[src/rtl/bdd_sweep_ctrl.sv]
// Exhaustive 3-input truth-table sweeper: drives ABC through 000..111, samples F after a settle time.
// Optional macro BDD_SWEEP_CHECK_EN adds a registered golden-table compare on the match output.
module bdd_sweep_ctrl #(
    parameter int unsigned SETTLE_CYCLES = 4
) (
    input  logic       clk,
    input  logic       rst_n,
    input  logic       start,
    input  logic       abort,
    input  logic       f_in,
    input  logic [7:0] expected,
    output logic       a_out,
    output logic       b_out,
    output logic       c_out,
    output logic       busy,
    output logic       done,
    output logic [7:0] truth_table,
    output logic       match
);

    typedef enum logic [1:0] {
        IDLE,
        SETTLE,
        FINISH
    } state_t;

    localparam logic [7:0] CNT_LAST = 8'(SETTLE_CYCLES - 1);

    state_t     state_q, state_d;
    logic [2:0] idx_q, idx_d;
    logic [7:0] cnt_q, cnt_d;
    logic [7:0] tt_q, tt_d;

    always_ff @(posedge clk) begin
        if (!rst_n) begin
            state_q <= IDLE;
            idx_q   <= 3'd0;
            cnt_q   <= 8'd0;
            tt_q    <= 8'h00;
        end else begin
            state_q <= state_d;
            idx_q   <= idx_d;
            cnt_q   <= cnt_d;
            tt_q    <= tt_d;
        end
    end

    // Abort wins over the sampling edge, so an aborted combination is never captured.
    always_comb begin
        state_d = state_q;
        idx_d   = idx_q;
        cnt_d   = cnt_q;
        tt_d    = tt_q;
        case (state_q)
            IDLE: begin
                idx_d = 3'd0;
                cnt_d = 8'd0;
                if (start && !abort) begin
                    state_d = SETTLE;
                end
            end
            SETTLE: begin
                if (abort) begin
                    state_d = IDLE;
                    idx_d   = 3'd0;
                    cnt_d   = 8'd0;
                end else if (cnt_q == CNT_LAST) begin
                    tt_d[idx_q] = f_in;
                    cnt_d       = 8'd0;
                    if (idx_q == 3'd7) begin
                        state_d = FINISH;
                        idx_d   = 3'd0;
                    end else begin
                        idx_d = idx_q + 3'd1;
                    end
                end else begin
                    cnt_d = cnt_q + 8'd1;
                end
            end
            FINISH: begin
                state_d = IDLE;
                idx_d   = 3'd0;
                cnt_d   = 8'd0;
            end
            default: begin
                state_d = IDLE;
                idx_d   = 3'd0;
                cnt_d   = 8'd0;
            end
        endcase
    end

    assign a_out       = idx_q[2];
    assign b_out       = idx_q[1];
    assign c_out       = idx_q[0];
    assign busy        = (state_q == SETTLE);
    assign done        = (state_q == FINISH);
    assign truth_table = tt_q;

`ifdef BDD_SWEEP_CHECK_EN
    logic match_q;

    // The table is complete by the FINISH cycle; the verdict then holds until the next accepted start.
    always_ff @(posedge clk) begin
        if (!rst_n) begin
            match_q <= 1'b0;
        end else if (state_q == FINISH) begin
            match_q <= (tt_q == expected);
        end else if (state_q == IDLE && start && !abort) begin
            match_q <= 1'b0;
        end
    end

    assign match = match_q;
`else
    logic unused_expected;
    assign unused_expected = ^expected;
    assign match           = 1'b0;
`endif

endmodule

[config.mk]
export PLATFORM = sky130hd
export DESIGN_NAME = bdd_sweep_ctrl
export DESIGN_NICKNAME = d
export VERILOG_FILES = /design/src/rtl/bdd_sweep_ctrl.sv
export SDC_FILE = /design/constraint.sdc
export NUM_CORES = 1
export LEC_CHECK = 0
export BUFFER_PORTS_ARGS = -buffer_cell sky130_fd_sc_hd__buf_2
export CORE_AREA = 2 2 53 55
export DETAILED_ROUTE_END_ITERATION = 10
export DIE_AREA = 0 0 55 57
export PLACE_DENSITY = 0.71
export SYNTH_ARGS = -nofsm -noshare
export SYNTH_HDL_FRONTEND = slang
export SYNTH_SLANG_ARGS = --single-unit
[constraint.sdc]
create_clock -name clk -period 1.7 [get_ports clk]
set_clock_uncertainty 0.05 [all_clocks]
set_input_delay 0.085 -clock clk [delete_from_list [all_inputs] [get_ports clk]]
set_output_delay 0.085 -clock clk [all_outputs]
set_load 0.01 [all_outputs]
# After elaboration in Yosys (flattened, before gate mapping)
# Cells that the tools add are included.
[classes] eq_ne=7 reduce_logical=8 add_sub_neg=2 mux=9 bitwise_logic=3 order_cmp=2
[op_table] operator="8-bit by 1-bit adder with 8-bit output, second input constant" n=1
[op_table] operator="8-bit bitwise mux" n=1
[op_table] operator="8-bit by 2-bit == test with 1-bit output, second input constant" n=1
[op_table] operator="2-bit two-way mux" n=4
[op_table] operator="3-bit by 2-bit != test with 1-bit output, second input constant" n=2
[op_table] operator="3-bit AND reduction" n=2
[op_table] operator="3-bit by 4-bit < comparator with 1-bit output, second input constant" n=1
[op_table] operator="2-bit case mux with 2 select lines" n=1
[op_table] operator="4-bit OR reduction" n=1
[op_table] operator="3-bit by 1-bit adder with 3-bit output, second input constant" n=1
[op_table] operator="1-bit demux with 3-bit select" n=1
[op_table] operator="3-bit == test, second input constant" n=1
[op_table] operator="3-bit by 1-bit greater-or-equal comparator with 1-bit output, second input constant" n=1
[op_table] operator="3-bit two-way mux" n=1
[op_table] operator="1-bit inverter" n=3
[op_table] operator="3-bit OR reduction" n=1
[op_table] operator="2-bit by 1-bit == test with 1-bit output, second input constant" n=1
[op_table] operator="2-bit == test, second input constant" n=1
[op_table] operator="1-bit logical AND" n=2
[op_table] operator="2-bit zero test" n=1
[op_table] operator="2-bit != test, second input constant" n=1
[op_table] operator="1-bit zero test" n=1
[op_table] operator="1-bit two-way mux" n=1
[word_totals] ff_bits=21 in_bits=13 out_inout_bits=14

# Longest topological paths before layout
# Gate-level depths: netlist of run 1.
[logic_depth] depth_word=5 ltp_mapped=5

# Worst setup path after synthesis of run 1
# Ideal clock, no wire load.
[synth_path] path_type="reg2reg" from="reg cnt_q[0]" to="reg idx_q[0]" stages_incl_launch_ff=5 t_required_ns=1.578 period_less_slack_ns=1.707 n_path_buf=0 arrival_ns=1.585 setup_ns=0.072 path_slack_ns=-0.007 cell_sequence="dfxtp_1 -> ha_1 -> or4b_4 -> or4_1 -> a21oi_1"
[synth_via] elab_chain_len=1
[synth_rtl] element="start: declaration" line_no="31" rtl="logic [7:0] cnt_q, cnt_d;"
[synth_rtl] element="start signal: assignment" line_no="43" rtl="cnt_q <= cnt_d;"
[synth_rtl] element="8-bit by 2-bit == test with 1-bit output" line_no="67" rtl="end else if (cnt_q == CNT_LAST) begin"
[synth_rtl] element="end signal: assignment" line_no="42" rtl="idx_q <= idx_d;"
[synth_rtl] element="end: declaration" line_no="30" rtl="logic [2:0] idx_q, idx_d;"
# No other way between the ends.
# A chain may end at the register's enable or synchronous reset.

# Final worst setup path of run 1
# Ends and elaborated chain as after synthesis.

==> Implementation_results.wiki, run 1 <==
{| class="wikitable"
! Metric !! Value
|-
| Number of optimization iterations in the first detailed-route pass || 4
|-
| Number of distinct library cells after synthesis || 30
|-
| Clock tree buffer depth || 2
|-
| Cell count of the worst reg-to-reg path || 4
|-
| Critical Path Fanout Max || 2
|-
| Path type of the worst setup path || reg -> reg
|-
| Routed Antenna Nets || 0
|-
| Yosys Warn Count || 0
|-
| Timing-limited maximum frequency || between 500 and 600 MHz
|-
| Minimum clock period after layout || about 1.7 ns
|-
| Via count of the routed design || 894
|-
| Placed instance area || between 1000 and 1500 sq um
|-
| Arrival time at the worst endpoint || 1.91 ns
|-
| Half-perimeter wire length after detailed placement || between 1 and 1.5 mm
|-
| Critical-path cell list || ha_4, or4b_4, or4_4, a21oi_2
|-
| Inserted Diodes || 0
|-
| Number of ports placed on the die boundary || 27
|-
| Setup slack after placement || -0.02209 ns
|-
| Clock buffers created by TritonCTS || 3
|-
| Floorplan die height || between 50 and 60 um
|-
| Vias in the first global route || around 840
|-
| Final clock period utilization by the worst path || 101.3%
|-
| Total of hold buffers inserted after clock tree synthesis || 0
|-
| CTS tree || built
|-
| Floorplan row count || 19
|-
| Synthesized area divided by synthesized cell count || 9.152 sq um
|-
| Required time at the worst-slack endpoint || 1.89 ns
|-
| Initial core utilization || between 30% and 40%
|-
| Total count of max-transition violations in the final report || 0
|-
| Post-synthesis to final-layout area growth || 25.52%
|-
| Syn_nets || roughly 120
|-
| Post-synth top area share || a little over two fifths
|-
| Layout cell share with drive strength beyond 1 || between 30% and 40%
|-
| Synth Cell Area || slightly below 1000 sq um
|-
| Power density relative to cell area || roughly 630 nW/um^2
|-
| Final standard cell area without fillers || 1206 sq um
|-
| Status || finished with violations
|-
| Largest incremental delay on the critical path || a little under 0.5 ns
|-
| Sequential-to-total area share from yosys stat || between 40% and 50%
|-
| Leading cell types by total area after synthesis || dfxtp_1, mux2i_1, nand2_1, ha_1, nand4b_1
|-
| CORE AREA || roughly 2600 sq um
|-
| Root Buffer Master || clkbuf_4
|-
| Startpoint class of the critical path || register
|-
| Final estimated routing congestion in global placement || ~0.8
|-
| Insertion delay of the later-clocked pin in the worst-skew pair || ~0.31 ns
|-
| Failing checks || negative setup slack
|-
| Total wire length after detailed routing || between 2 and 2.5 mm
|-
| Detailed-route vias per instance || approximately 5.5
|-
| Area leader, netlist || dfxtp_1
|-
| Finish-stage setup viols || 1
|-
| Largest net degree at the start of global routing || 13
|-
| Class of the tightest hold or removal check || in -> reg
|-
| Worst hold slack across all endpoints || 0.05551 ns
|-
| Post-route DRC || 0
|-
| Clock-pin slew of the registers on the worst-case setup and hold paths || ~0.12 ns
|-
| Number of instances in the synthesized netlist || between 100 and 150
|-
| Clock tree sinks || 21
|-
| Die Wd || between 50 and 60 um
|-
| Slowest stage cell, crit path || or4_4
|-
| Worst-case setup margin in the final layout || -0.02143 ns
|-
| Worst vdd rail ir drop || between 300 and 400 uV
|-
| Overall fraction of global-route tracks in use || 14.71%
|-
| Synth Register Bits || 21
|-
| Average wire per standard cell || about 13 um
|-
| Final Hold Vio Count || 0
|-
| Min-Delay Path Depth || 3
|-
| Total Nets Final || approximately 150
|-
| Critical Path End Type || register
|-
| Number of I/O port buffers || 17
|-
| Unrepaired setup endpoints after global routing || yes
|-
| Final design utilization || between 40% and 50%
|-
| Count of routing violations after the opening detailed-route iteration || 35
|-
| Area of the die || ~3100 sq um
|-
| Deepest level of the CTS H-tree || 1
|-
| Wire length of the first global-routing pass || 3.374 mm
|-
| MaxCap Viol Count || 0
|-
| Initial antenna violation count || 0
|-
| Static leakage power || roughly 0.52 nW
|-
| Overflow left after global routing || 0
|-
| Count of fill cells added during filler insertion || roughly 260
|}
-- worst max-delay path, delay by kind of cell, from the launching register on --
kind | cells | cell delay [ns]
AND/OR/NAND/NOR | 2 | 0.95
flip-flops | 1 | 0.37
AO/OA/AOI/OAI | 1 | 0.15
adder cells (fa/ha/maj) | 1 | 0.13
-- what timing repair did --
item,CTS,global route
gates resized for setup,4,4
gates cloned,0,1
pin swaps,0,1
setup endpoints to repair,1,12
setup buffers,0,0
-- cell usage after synthesis --
cell type,number
or4_1,1
dfxtp_1,21
or3_2,1
clkbuf_1,3
nand4_1,5
conb_1,1
buf_2,1
nor3_1,1
nor4bb_1,1
or4b_4,1
a21o_1,1
nor2b_1,2
o21ai_0,6
nor2_1,8
a21oi_1,6
nand4b_1,4
xnor2_1,1
a41oi_1,1
nand2_1,11
nand3_1,4
or3_1,3
nand4bb_1,1
buf_4,1
mux2i_1,8
and3_1,1
xor2_1,2
inv_1,1
nor4b_1,3
ha_1,3
nor4_1,2
-- state kept, by name, summed over array words and instances, names as in the netlist --
| name | cells |
|---|---|
| cnt_q | 8 |
| idx_q | 3 |
| state_q | 2 |
| truth_table | 8 |
-- where the power goes --
| group | switching, mW | internal [mW] | total [mW] |
|---|---|---|---|
| combinational | 0.0152 | 0.0108 | 0.0260 |
| sequential | 0.00221 | 0.494 | 0.496 |
| clock | 0.152 | 0.0878 | 0.239 |
-- metal layers --
metal / global-route usage [%] / routed length, um / up-vias
met5: 0 / 0 / -
met4: 10.80 / 59 / 0
met3: 3.403 / 112 / 7
met2: 21.09 / 985 / 30
met1: 18.81 / 940 / 424
li1: - / - / 433
-- through the flow --
step                cells  TNS (ns)  power, mW
finish                162  -0.02143     0.7611
global route          162  -0.06189     0.8034
CTS                   161  -0.03543     0.7790
detailed placement    157  -0.02209     0.5320
global placement      157         0     0.5310
floorplan             105         0     0.5224
-- cell families after synthesis --
logic type / Yosys count / share of synthesized area, %
AO/OA/AOI/OAI: 14 / 7.943
adder cells (fa/ha/maj): 3 / 3.907
XOR/XNOR: 3 / 2.735
multiplexers: 8 / 8.334
flip-flops: 21 / 43.75
buffers and inverters: 6 / 2.864
other: 1 / 0.3903
AND/OR/NAND/NOR: 49 / 30.08
-- placed cells by master (no fill, tap or decap), types with 2 or more instances in the layout --
master,count
a21oi_1,5
buf_2,17
buf_4,9
clkbuf_4,3
dfxtp_1,19
dfxtp_2,2
ha_1,2
mux2i_1,8
nand2_1,11
nand3_1,4
nand4_1,5
nand4b_1,4
nor2_1,8
nor2b_1,2
nor4_1,2
nor4b_1,2
o21ai_0,6
or3_1,3
xor2_1,2
-- final timing paths --
path / slack (ns) / to / from
max: -0.02 / idx_q[0]$_SDFFE_PP0N_ / cnt_q[0]$_SDFF_PP0_
min: 0.06 / state_q[1]$_SDFFE_PN0P_ / abort
min reg2reg: 0.42 / truth_table[5]$_SDFFE_PN0P_ / truth_table[5]$_SDFFE_PN0P_
max reg2reg: -0.02 / idx_q[0]$_SDFFE_PP0N_ / cnt_q[0]$_SDFF_PP0_
-- area by class of cell --
class / count / area (sq um) / area share [%]
Clock buffer: 3 / 22.52 / 1.867
Sequential cell: 21 / 422.9 / 35.06
Tap cell: 31 / 38.79 / 3.216
Multi-Input combinational cell: 78 / 549.3 / 45.54
Clock inverter: 1 / 5.005 / 0.4149
Timing Repair Buffer: 27 / 163.9 / 13.59
Inverter: 1 / 3.754 / 0.3112
(Power assumes the default switching activity.)
==> run 2: changes to the inputs <==
--- a/config.mk
+++ b/config.mk
@@ -9,7 +9,7 @@
 export CORE_AREA = 2 2 53 55
 export DETAILED_ROUTE_END_ITERATION = 10
 export DIE_AREA = 0 0 55 57
-export PLACE_DENSITY = 0.71
+export PLACE_DENSITY = 0.69
 export SYNTH_ARGS = -nofsm -noshare
 export SYNTH_HDL_FRONTEND = slang
 export SYNTH_SLANG_ARGS = --single-unit
==> constraint.sdc (replaced) <==
create_clock -name clk -period 2.1 [get_ports clk]
set_clock_uncertainty 0.05 [all_clocks]
set_input_delay 0.105 -clock clk [delete_from_list [all_inputs] [get_ports clk]]
set_output_delay 0.105 -clock clk [all_outputs]
set_load 0.01 [all_outputs]
==> run 2 against run 1 <==
Compared with the run above: the run now ends clean; non-clock buffer count is 9 lower; cell count fell by 5.6%; routed wire length fell by 11%; sequential share of layout area up 3.3 points; maximum frequency is 3.5% lower; via count is 7.4% lower; hold slack got worse by 0.0094 ns; flip-flop and latch count stayed put; power decreased by 19%; global-route usage shrank 0.73 points; design area shrank 9.1%; die area did not move; highest routed layer unchanged.
==> Implementation_results.wiki, run 2 (synthesis results as in run 1) <==
{| class="wikitable"
! Metric !! Value
|-
| Detailed-route vias per instance || 5.412 (-1.9%)
|-
| Clock tree sinks || 21 (unchanged)
|-
| Clock buffers created by TritonCTS || 3 (unchanged)
|-
| Status || finished, final reports clean
|-
| Class of the tightest hold or removal check || in -> reg
|-
| Met2 usage || 18.88% (-2.2 points)
|-
| Inserted Diodes || 0 (unchanged)
|-
| Insertion delay of the later-clocked pin in the worst-skew pair || 0.31 ns (about the same)
|-
| CTS tree || built
|-
| Wire length of the first global-routing pass || 3.229 mm (-4.3%)
|-
| CORE AREA || 2615 sq um (unchanged)
|-
| Register area || 420.4 sq um (-0.59%)
|-
| Deepest level of the CTS H-tree || 1 (unchanged)
|-
| Routed Antenna Nets || 0 (unchanged)
|-
| Floorplan die height || 57 um (unchanged)
|-
| Clock-pin slew of the registers on the worst-case setup and hold paths || 0.12 ns (about the same)
|-
| Final Hold Vio Count || 0 (unchanged)
|-
| Finish-stage setup viols || 0 (-1)
|-
| Power, Total || 0.6133 mW (-19%)
|-
| Slowest stage cell, crit path || or4b_4
|-
| Initial core utilization || 36.75% (unchanged)
|-
| Total Nets Final || 139 (-6.1%)
|-
| Arrival time at the worst endpoint || 1.98 ns (+0.07 ns)
|-
| Postcts setup bufs || 0 (unchanged)
|-
| Overall fraction of global-route tracks in use || 13.98% (-0.73 points)
|-
| Clock tree buffer depth || 2 (unchanged)
|-
| Path type of the worst setup path || reg -> reg
|-
| Count of fill cells added during filler insertion || 275 (+7.0%)
|-
| Vias in the first global route || 736 (-12%)
|-
| Largest incremental delay on the critical path || 0.51 ns (+0.02 ns)
|-
| Number of optimization iterations in the first detailed-route pass || 4 (unchanged)
|-
| Total count of max-transition violations in the final report || 0 (unchanged)
|-
| Average wire per standard cell || 12.24 um (-5.5%)
|-
| Post-synthesis to final-layout area growth || 14.06%
|-
| Met1 GRT Util || 18.98% (+0.17 points)
|-
| Total of hold buffers inserted after clock tree synthesis || 0 (unchanged)
|-
| Startpoint class of the critical path || register
|-
| Final clock period utilization by the worst path || 84.98% (-16 points)
|-
| Area of the die || 3135 sq um (unchanged)
|-
| Final standard cell area without fillers || 1096 sq um (-9.1%)
|-
| Count of routing violations after the opening detailed-route iteration || 17 (-51%)
|-
| Die Wd || 55 um (unchanged)
|-
| Timing-limited maximum frequency || 560.4 MHz (-3.5%)
|-
| Transition time of the tightest slew-check pin || between 0.6 and 0.7 ns
|-
| Required time at the worst-slack endpoint || 2.30 ns (+0.41 ns)
|-
| Static leakage power || 0.4714 nW (-9.2%)
|-
| Root Buffer Master || clkbuf_4
|-
| Final estimated routing congestion in global placement || 0.7293 (-6.6%)
|-
| Most frequent standard cell in the layout excluding fill and tap cells || dfxtp_1
|-
| Largest net degree at the start of global routing || 13 (unchanged)
|-
| Worst vdd rail ir drop || 560.7 uV (+49%)
|-
| Minimum clock period after layout || 1.785 ns (+0.06307 ns)
|-
| Unrepaired setup endpoints after global routing || no
|-
| Total wire length after detailed routing || 1.873 mm (-11%)
|-
| Post-route DRC || 0 (unchanged)
|-
| Via count of the routed design || 828 (-7.4%)
|-
| Power density relative to cell area || 559.5 nW/um^2 (-11%)
|-
| Layout cell share with drive strength beyond 1 || 19.67% (-11 points)
|-
| Met3 track demand over resource in global routing || 6.806% (+3.4 points)
|-
| Half-perimeter wire length after detailed placement || 1.383 mm (-5.0%)
|-
| Most used routing layer || met1
|-
| Multi-input gate area in the final layout || 513.0 sq um (-6.6%)
|-
| Number of ports placed on the die boundary || 27 (unchanged)
|-
| Initial antenna violation count || 0 (unchanged)
|-
| MaxCap Viol Count || 0 (unchanged)
|-
| Floorplan row count || 19 (unchanged)
|-
| Post-route setup TNS || 0 ns (+0.02143 ns)
|-
| Placed instance area || 1069 sq um (-5.5%)
|-
| Most used cells in the layout excluding fill and tap cells || dfxtp_1, buf_2, nand2_1
|-
| Max-Slew Margin vs Limit || between 50% and 60%
|-
| Post-CTS resize count || 0 (-4)
|-
| Critical Path End Type || register
|-
| Critical-path cell list || ha_1, or4b_4, or4_1, a21oi_1
|-
| Number of I/O port buffers || 17 (unchanged)
|-
| Overflow left after global routing || 0 (unchanged)
|-
| Critical Path Fanout Max || 5 (+3)
|}
==> run 2: cell types whose count changed in the layout (fill, tap and decap cells not counted), sizes merged <==
cell	change
buf	-8
clkdlybuf4s15	-1
==> run 2: power by group <==
part           leakage [nW]  internal, mW  switching [mW]
logic                 0.284       0.00743          0.0120
registers             0.169         0.399         0.00158
clock network        0.0177        0.0711           0.122
total                 0.471         0.478           0.135
==> run 2: worst max-delay path: cells and delay by family, from the launching register on <==
family	cells	cell delay (ns)
AOI/OAI and AO/OA	1	0.13
adders and majority gates	1	0.22
DFF	1	0.37
and+or+nand+nor	2	0.98
==> run 2: final timing paths <==
check / end / slack [ns] / start / cells after the start
setup / recovery: idx_q[0]$_SDFFE_PP0N_ / 0.32 / cnt_q[0]$_SDFF_PP0_ / 4
setup reg to reg: idx_q[0]$_SDFFE_PP0N_ / 0.32 / cnt_q[0]$_SDFF_PP0_ / 4
hold reg to reg: cnt_q[0]$_SDFF_PP0_ / 0.40 / cnt_q[0]$_SDFF_PP0_ / 1
hold / removal: state_q[1]$_SDFFE_PN0P_ / 0.05 / abort / 3
==> run 2: stage by stage <==
stage	setup slack, ns	utilization [%]	hold WS, ns	instances
final	0.3155	41.91	0.04614	153
after detailed placement	0.3092	40.86	0.3845	149
after CTS	0.2992	41.91	0.03490	153
after global placement	0.3382	40.86	0.3805	149
after floorplan	0.3931	-	0.2296	105
after global routing	0.2027	41.91	0.04905	153
==> run 2: routing by layer <==
metal  vias to the layer above  wire (um)  part of all wire (%)
met5                         -          0                     0
met4                         0         31                   1.7
met1                       389        880                    47
met3                         4        113                   6.0
met2                        17        848                    45
li1                        418          -                     -
==> run 2: layout make-up <==
| class | count | area share, % |
|---|---|---|
| clock buffer | 3 | 2.055 |
| clock inverter | 1 | 0.4566 |
| inverter | 1 | 0.3425 |
| multi-input combinational | 78 | 46.80 |
| sequential | 21 | 38.36 |
| tap | 31 | 3.539 |
| timing repair buffer | 18 | 8.447 |
